`src/rtl/ds18b20_poll_sched.sv`:
```
// ds18b20_poll_sched
//   Periodic poll scheduler in front of a dallas18b20Ctrl instance. It issues
//   start pulses at a fixed start-to-start rate and keeps at least the sensor
//   conversion time between a completed transaction and the next start. A
//   transaction completes when readState rises and then falls; the 9-bit result
//   is latched on that falling edge. The first reading after power-up (or after
//   a fault) is treated as stale and dropped. Too many consecutive transfer
//   timeouts raise fault.
//
// Ports
//   CLK_10MHZ        in   system clock
//   RST_N            in   asynchronous active-low reset
//   enable           in   level, 1 = run periodic polling
//   force_req        in   pulse, request a sample as soon as conversion time allows
//   ctrl_start       out  1-cycle start pulse to dallas18b20Ctrl.start
//   ctrl_read_state  in   dallas18b20Ctrl.readState
//   ctrl_temperature in   [8:0] dallas18b20Ctrl.temperature
//   temp_out         out  [8:0] last accepted temperature
//   temp_valid       out  1-cycle pulse when temp_out updates
//   temp_fresh       out  level, temp_out holds a non-stale sample
//   fault            out  level, FAULT_LIMIT consecutive timeouts seen
//   miss_cnt         out  [7:0] total timeouts, saturating
//
// TICK_DIV must be at least 4 (sub-ms phase seeds below).
module ds18b20_poll_sched #(
  parameter int unsigned TICK_DIV    = 10000,
  parameter int unsigned PERIOD_MS   = 1000,
  parameter int unsigned CONV_MS     = 750,
  parameter int unsigned XFER_TO_MS  = 20,
  parameter int unsigned FAULT_LIMIT = 3
) (
  input  logic       CLK_10MHZ,
  input  logic       RST_N,
  input  logic       enable,
  input  logic       force_req,
  output logic       ctrl_start,
  input  logic       ctrl_read_state,
  input  logic [8:0] ctrl_temperature,
  output logic [8:0] temp_out,
  output logic       temp_valid,
  output logic       temp_fresh,
  output logic       fault,
  output logic [7:0] miss_cnt
);

  localparam int unsigned PW = (TICK_DIV > 1) ? $clog2(TICK_DIV) : 1;
  localparam int unsigned MW = $clog2(PERIOD_MS + 1);
  localparam int unsigned FW = $clog2(FAULT_LIMIT + 1);

  localparam logic [PW-1:0] PRE_LAST = PW'(TICK_DIV - 1);

  // Each ms counter owns its sub-ms phase, restarted together with the counter,
  // so every interval is exact in clocks instead of jittering against a shared
  // prescaler. The seeds pre-count the state hops that sit between a threshold
  // being reached and ctrl_start going high (STARTUP->IDLE->ISSUE,
  // CONV->WAIT->ISSUE, WAIT->ISSUE), so the nominal ms figure is the distance
  // from the anchoring event to the start pulse.
  localparam logic [PW-1:0] SEED_BOOT  = PW'(2);
  localparam logic [PW-1:0] SEED_DONE  = PW'(3);
  localparam logic [PW-1:0] SEED_START = PW'(2);

  localparam logic [MW-1:0] PERIOD_T = MW'(PERIOD_MS);
  localparam logic [MW-1:0] CONV_T   = MW'(CONV_MS);
  localparam logic [MW-1:0] XFER_T   = MW'(XFER_TO_MS);
  localparam logic [FW-1:0] FLIM     = FW'(FAULT_LIMIT);

  typedef enum logic [2:0] {
    ST_STARTUP,
    ST_IDLE,
    ST_ISSUE,
    ST_XFER,
    ST_CONV,
    ST_WAIT
  } state_t;

  state_t state, state_nxt;

  logic [PW-1:0] pre_s, pre_d;
  logic [MW-1:0] since_start, since_done;
  logic          tick_s, tick_d;
  logic          rd_q, rd_rise, rd_fall;
  logic          seen_rd;
  logic          primed;
  logic          force_pend;
  logic [FW-1:0] consec_to, consec_nxt;
  logic          done, timeout;

  assign tick_s  = (pre_s == PRE_LAST);
  assign tick_d  = (pre_d == PRE_LAST);
  assign rd_rise = ctrl_read_state & ~rd_q;
  assign rd_fall = ~ctrl_read_state & rd_q;

  always_comb begin
    consec_nxt = consec_to;
    if (consec_to < FLIM) consec_nxt = consec_to + FW'(1);
  end

  always_ff @(posedge CLK_10MHZ or negedge RST_N) begin
    if (!RST_N) state <= ST_STARTUP;
    else        state <= state_nxt;
  end

  always_comb begin
    state_nxt  = state;
    ctrl_start = 1'b0;
    done       = 1'b0;
    timeout    = 1'b0;
    case (state)
      // The controller has no reset of its own and may be mid-conversion.
      ST_STARTUP: if (since_done >= CONV_T) state_nxt = ST_IDLE;
      ST_IDLE:    if (enable) state_nxt = ST_ISSUE;
      ST_ISSUE: begin
        ctrl_start = 1'b1;
        state_nxt  = ST_XFER;
      end
      ST_XFER: begin
        if (rd_fall && seen_rd) begin
          done      = 1'b1;
          state_nxt = ST_CONV;
        end else if (since_start >= XFER_T) begin
          timeout   = 1'b1;
          state_nxt = ST_CONV;
        end
      end
      ST_CONV: if (since_done >= CONV_T) state_nxt = ST_WAIT;
      ST_WAIT: begin
        if (!enable)                                      state_nxt = ST_IDLE;
        else if ((since_start >= PERIOD_T) || force_pend) state_nxt = ST_ISSUE;
      end
      default: state_nxt = ST_STARTUP;
    endcase
  end

  always_ff @(posedge CLK_10MHZ or negedge RST_N) begin
    if (!RST_N) begin
      pre_s       <= '0;
      pre_d       <= SEED_BOOT;
      since_start <= '0;
      since_done  <= '0;
      rd_q        <= 1'b0;
      seen_rd     <= 1'b0;
      primed      <= 1'b0;
      force_pend  <= 1'b0;
      consec_to   <= '0;
      temp_out    <= '0;
      temp_valid  <= 1'b0;
      temp_fresh  <= 1'b0;
      fault       <= 1'b0;
      miss_cnt    <= '0;
    end else begin
      rd_q       <= ctrl_read_state;
      temp_valid <= 1'b0;

      if (state == ST_ISSUE) begin
        pre_s       <= SEED_START;
        since_start <= '0;
      end else begin
        pre_s <= tick_s ? '0 : pre_s + PW'(1);
        if (tick_s && (since_start != '1)) since_start <= since_start + MW'(1);
      end

      if (done || timeout) begin
        pre_d      <= SEED_DONE;
        since_done <= '0;
      end else begin
        pre_d <= tick_d ? '0 : pre_d + PW'(1);
        if (tick_d && (since_done != '1)) since_done <= since_done + MW'(1);
      end

      if (state == ST_ISSUE)                 seen_rd <= 1'b0;
      else if (state == ST_XFER && rd_rise)  seen_rd <= 1'b1;

      // A request landing in the ISSUE cycle itself is kept for the next start.
      if (state == ST_ISSUE)
        force_pend <= force_req;
      else if (force_req && (state != ST_IDLE) && (state != ST_STARTUP))
        force_pend <= 1'b1;

      if (done) begin
        consec_to <= '0;
        fault     <= 1'b0;
        if (primed) begin
          temp_out   <= ctrl_temperature;
          temp_valid <= 1'b1;
          temp_fresh <= 1'b1;
        end else begin
          primed <= 1'b1;
        end
      end

      if (timeout) begin
        if (miss_cnt != '1) miss_cnt <= miss_cnt + 8'd1;
        consec_to <= consec_nxt;
        if (consec_nxt >= FLIM) begin
          fault      <= 1'b1;
          temp_fresh <= 1'b0;
          primed     <= 1'b0;
        end
      end
    end
  end

endmodule
```
`config.mk`:
```
export PLATFORM = sky130hd
export DESIGN_NAME = ds18b20_poll_sched
export DESIGN_NICKNAME = d
export VERILOG_FILES = /design/src/rtl/ds18b20_poll_sched.sv
export SDC_FILE = /design/constraint.sdc
export NUM_CORES = 1
export LEC_CHECK = 0
export ABC_AREA = 1
export ABC_CLOCK_PERIOD_IN_PS = 1800
export BUFFER_PORTS_ARGS = -buffer_cell sky130_fd_sc_hd__buf_2
export CORE_MARGIN = 2
export CORE_UTILIZATION = 60
export CTS_CLUSTER_SIZE = 14
export DETAILED_ROUTE_END_ITERATION = 10
export GPL_TIMING_DRIVEN = 0
export PLACE_DENSITY = 0.9
export SYNTH_ARGS = -nofsm -noshare
export SYNTH_HDL_FRONTEND = slang
export SYNTH_SLANG_ARGS = --single-unit
```
`constraint.sdc`:
```
create_clock -name CLK_10MHZ -period 1.8 [get_ports CLK_10MHZ]
set_input_delay 0.09 -clock CLK_10MHZ [delete_from_list [all_inputs] [get_ports CLK_10MHZ]]
set_output_delay 0.09 -clock CLK_10MHZ [all_outputs]
set_load 0.05 [all_outputs]
```
==> run metrics <==
status finished, final reports clean; CTS buffer count 9; syn_area_per_cell 7.76 sq um; Setup Crit Path Kind register to output pin; Seq/Total Area, Yosys 0.452; CTS root buffer clkbuf_8; total congestion overflow 0; Max-cap violations 0; Clk Latency, worst-skew pair 360 ps; Core Area 0.00683 sq mm; Tightest Pin Transition 562 ps; Main synth FF type dfrtp_1; FF+latch count, synth 77; Layout area overhead 18.0%; Reg2Reg Launch Point since_start[0]$_DFFE_PN0P_; number of detailed-route iterations in the first pass 5; Clock H-tree levels 3; Detail Route Antenna Nets 0; Critical Path Start state[2]$_DFFE_PN0P_; layout cells sized above 1 0.171; Fmax 0.592 GHz; Routed wire per std cell 14.6 microns; Hold Vio Cnt, Final 0; Max Clock Skew 9.73 ps; crit path DAT 1600 ps; DPL Wire Length 6530 microns; Vias/cell 5.65; Area contributors post-synth dfrtp_1, nand2_1, nand3_1; nets 635; Hold Crit Start enable; # rows 30; Post-Syn Instances 550; first-pass GRT wire length 17400 microns; DRC 0; Die ar. 0.00780 sq mm; fin crit share 0.938; Startpoint Class register; setup tns final 0 ps; fin crit period 1690 ps; Total Wirelength 10400 microns; Crit. End Element output pin; library cells used by synthesis 37; die height 88.3 microns; leading area contributor after synthesis dfrtp_1; Slew Viols, Final 0; Hold Crit Class input port to register; vias in the first global route 3867; Initial Utilization 0.624; Max Buffers Root-to-Sink 2; TritonCTS clock tree yes; synthesized area 0.00427 sq mm; initial drt markers 401; Post-synth EDFFs 0; vias 4040; antenna diode count 0; synth cell count leaders nand2_1, dfrtp_1, nor2_1; boundary pin count 35; Leak 2.53 nW; Max-slew headroom 0.625; final setup violation count 0; Setup WS post-layout 112 ps; placed inst area 0.00459 sq mm; largest net degree at the start of global routing 63; Mapped Nets 571; clk slew on worst S/H paths 90 ps; GR Util All Layers 0.284; Final Util 0.737; Finished Cell Area 0.00503 sq mm; CTS Sinks 77; port bufs 34; Synth async-reset ratio 1.00; Max IR drop VDD 1100 uV; CP Max Fanout 10; fillers 489; PD cells 1120 mW/mm^2; area share of the largest cell type after synthesis 0.446; Die W 88.3 microns; GP Congestion 0.919; initial antenna violation count 0; DP Worst Slack -126 ps; Yosys Warn Count 0; worst path required time 1710 ps; count leader, synth nand2_1
-- routing by layer --
layer	routed length, microns	track usage	vias up
met4	252	0.118	0
met2	5260	0.483	184
met3	630	0.0438	30
met5	0	0	-
met1	4280	0.365	1934
li1	-	-	1892
-- per-stage QoR --
step | hold WS (ps) | instances | power [mW]
floorplan | -206 | 550 | 3.78
global placement | 231 | 680 | 4.14
detailed placement | -28.8 | 681 | 4.24
CTS | 113 | 711 | 5.52
global route | 152 | 715 | 5.94
finish | 124 | 715 | 5.62
-- critical path: stages, from the launching register on --
cell and delay [ps]:
dfrtp_1 450, inv_2 120, nand2_1 50, nor2_1 120, clkbuf_4 240, clkbuf_4 260
-- repair_timing --
item,in CTS,in global routing
endpoints found under the hold margin,88,0
gates cloned,2,0
hold buffers,12,0
pin swaps,2,2
resized for setup,8,16
setup endpoints to repair,10,22
buffers inserted,0,4
-- report_power, final --
part	internal, mW	total (mW)	switching [mW]
clock	0.517	1.23	0.714
combinational	0.581	1.93	1.35
sequential	2.12	2.46	0.341
-- sequential cells by signal (all words and copies together), names as in the netlist, 2 cells and up --
register and count:
pre_s 14, temp_out 9, state 3, consec_to 2, pre_d 14, miss_cnt 8
since_done 10, since_start 10
-- path summary, 6_finish.rpt --
path	end	slack (ps)	cells after the start
max in group asynchronous	pre_d[1]$_DFF_PN1_	1040	3
worst min-delay path	state[0]$_DFFE_PN0P_	120	4
worst min register to register	seen_rd$_DFFE_PN0P_	460	1
worst max-delay path	ctrl_start	110	5
min in group asynchronous	pre_s[5]$_DFF_PN0_	140	2
worst max register to register	since_start[7]$_DFFE_PN0P_	120	10
-- layout by cell type (no fill, tap or decap), types with 2 or more instances in the layout --
master,Yosys,final
nor3b_1,2,2
nor2_2,6,4
xor2_1,18,18
nor3_2,2,2
dfrtp_2,0,3
clkinvlp_4,0,3
inv_1,49,49
buf_4,3,8
dfrtp_1,76,73
clkbuf_1,3,3
xnor2_1,11,11
nand3_4,1,2
nand3b_1,6,6
nand4_1,13,13
nor2_4,3,7
nand3_2,1,4
inv_6,0,3
inv_2,7,7
buf_6,2,2
nor2_1,63,62
nand2_1,159,156
nor3_4,0,2
a21oi_1,8,8
nand2_2,3,6
dlygate4sd3_1,0,12
ha_1,7,5
buf_2,3,34
clkbuf_8,0,9
nor3_1,12,10
o21bai_1,5,5
o21ai_0,8,8
o21ai_1,10,10
nand3_1,59,56
clkbuf_4,0,2
-- layout make-up --
class | count | area (sq um) | share of cell area
Sequential cell | 77 | 1930 | 0.384
Buffer | 11 | 73.8 | 0.0147
Clock buffer | 9 | 124 | 0.0246
Tap cell | 96 | 120 | 0.0239
Inverter | 56 | 210 | 0.0418
Multi-Input combinational cell | 408 | 2160 | 0.430
Clock inverter | 7 | 57.6 | 0.0114
Timing Repair Buffer | 51 | 353 | 0.0701
-- cell families (layout without fill, tap and decap cells) --
logic type | count (synthesis) | in the layout | synth area share
flip-flops | 77 | 77 | 0.452
XOR/XNOR | 29 | 29 | 0.0595
buffers and inverters | 67 | 134 | 0.0660
AND/OR/NAND/NOR | 334 | 336 | 0.353
adder cells (fa/ha/maj) | 7 | 7 | 0.0205
AO/OA/AOI/OAI | 36 | 36 | 0.0487
(Power assumes the default switching activity.)
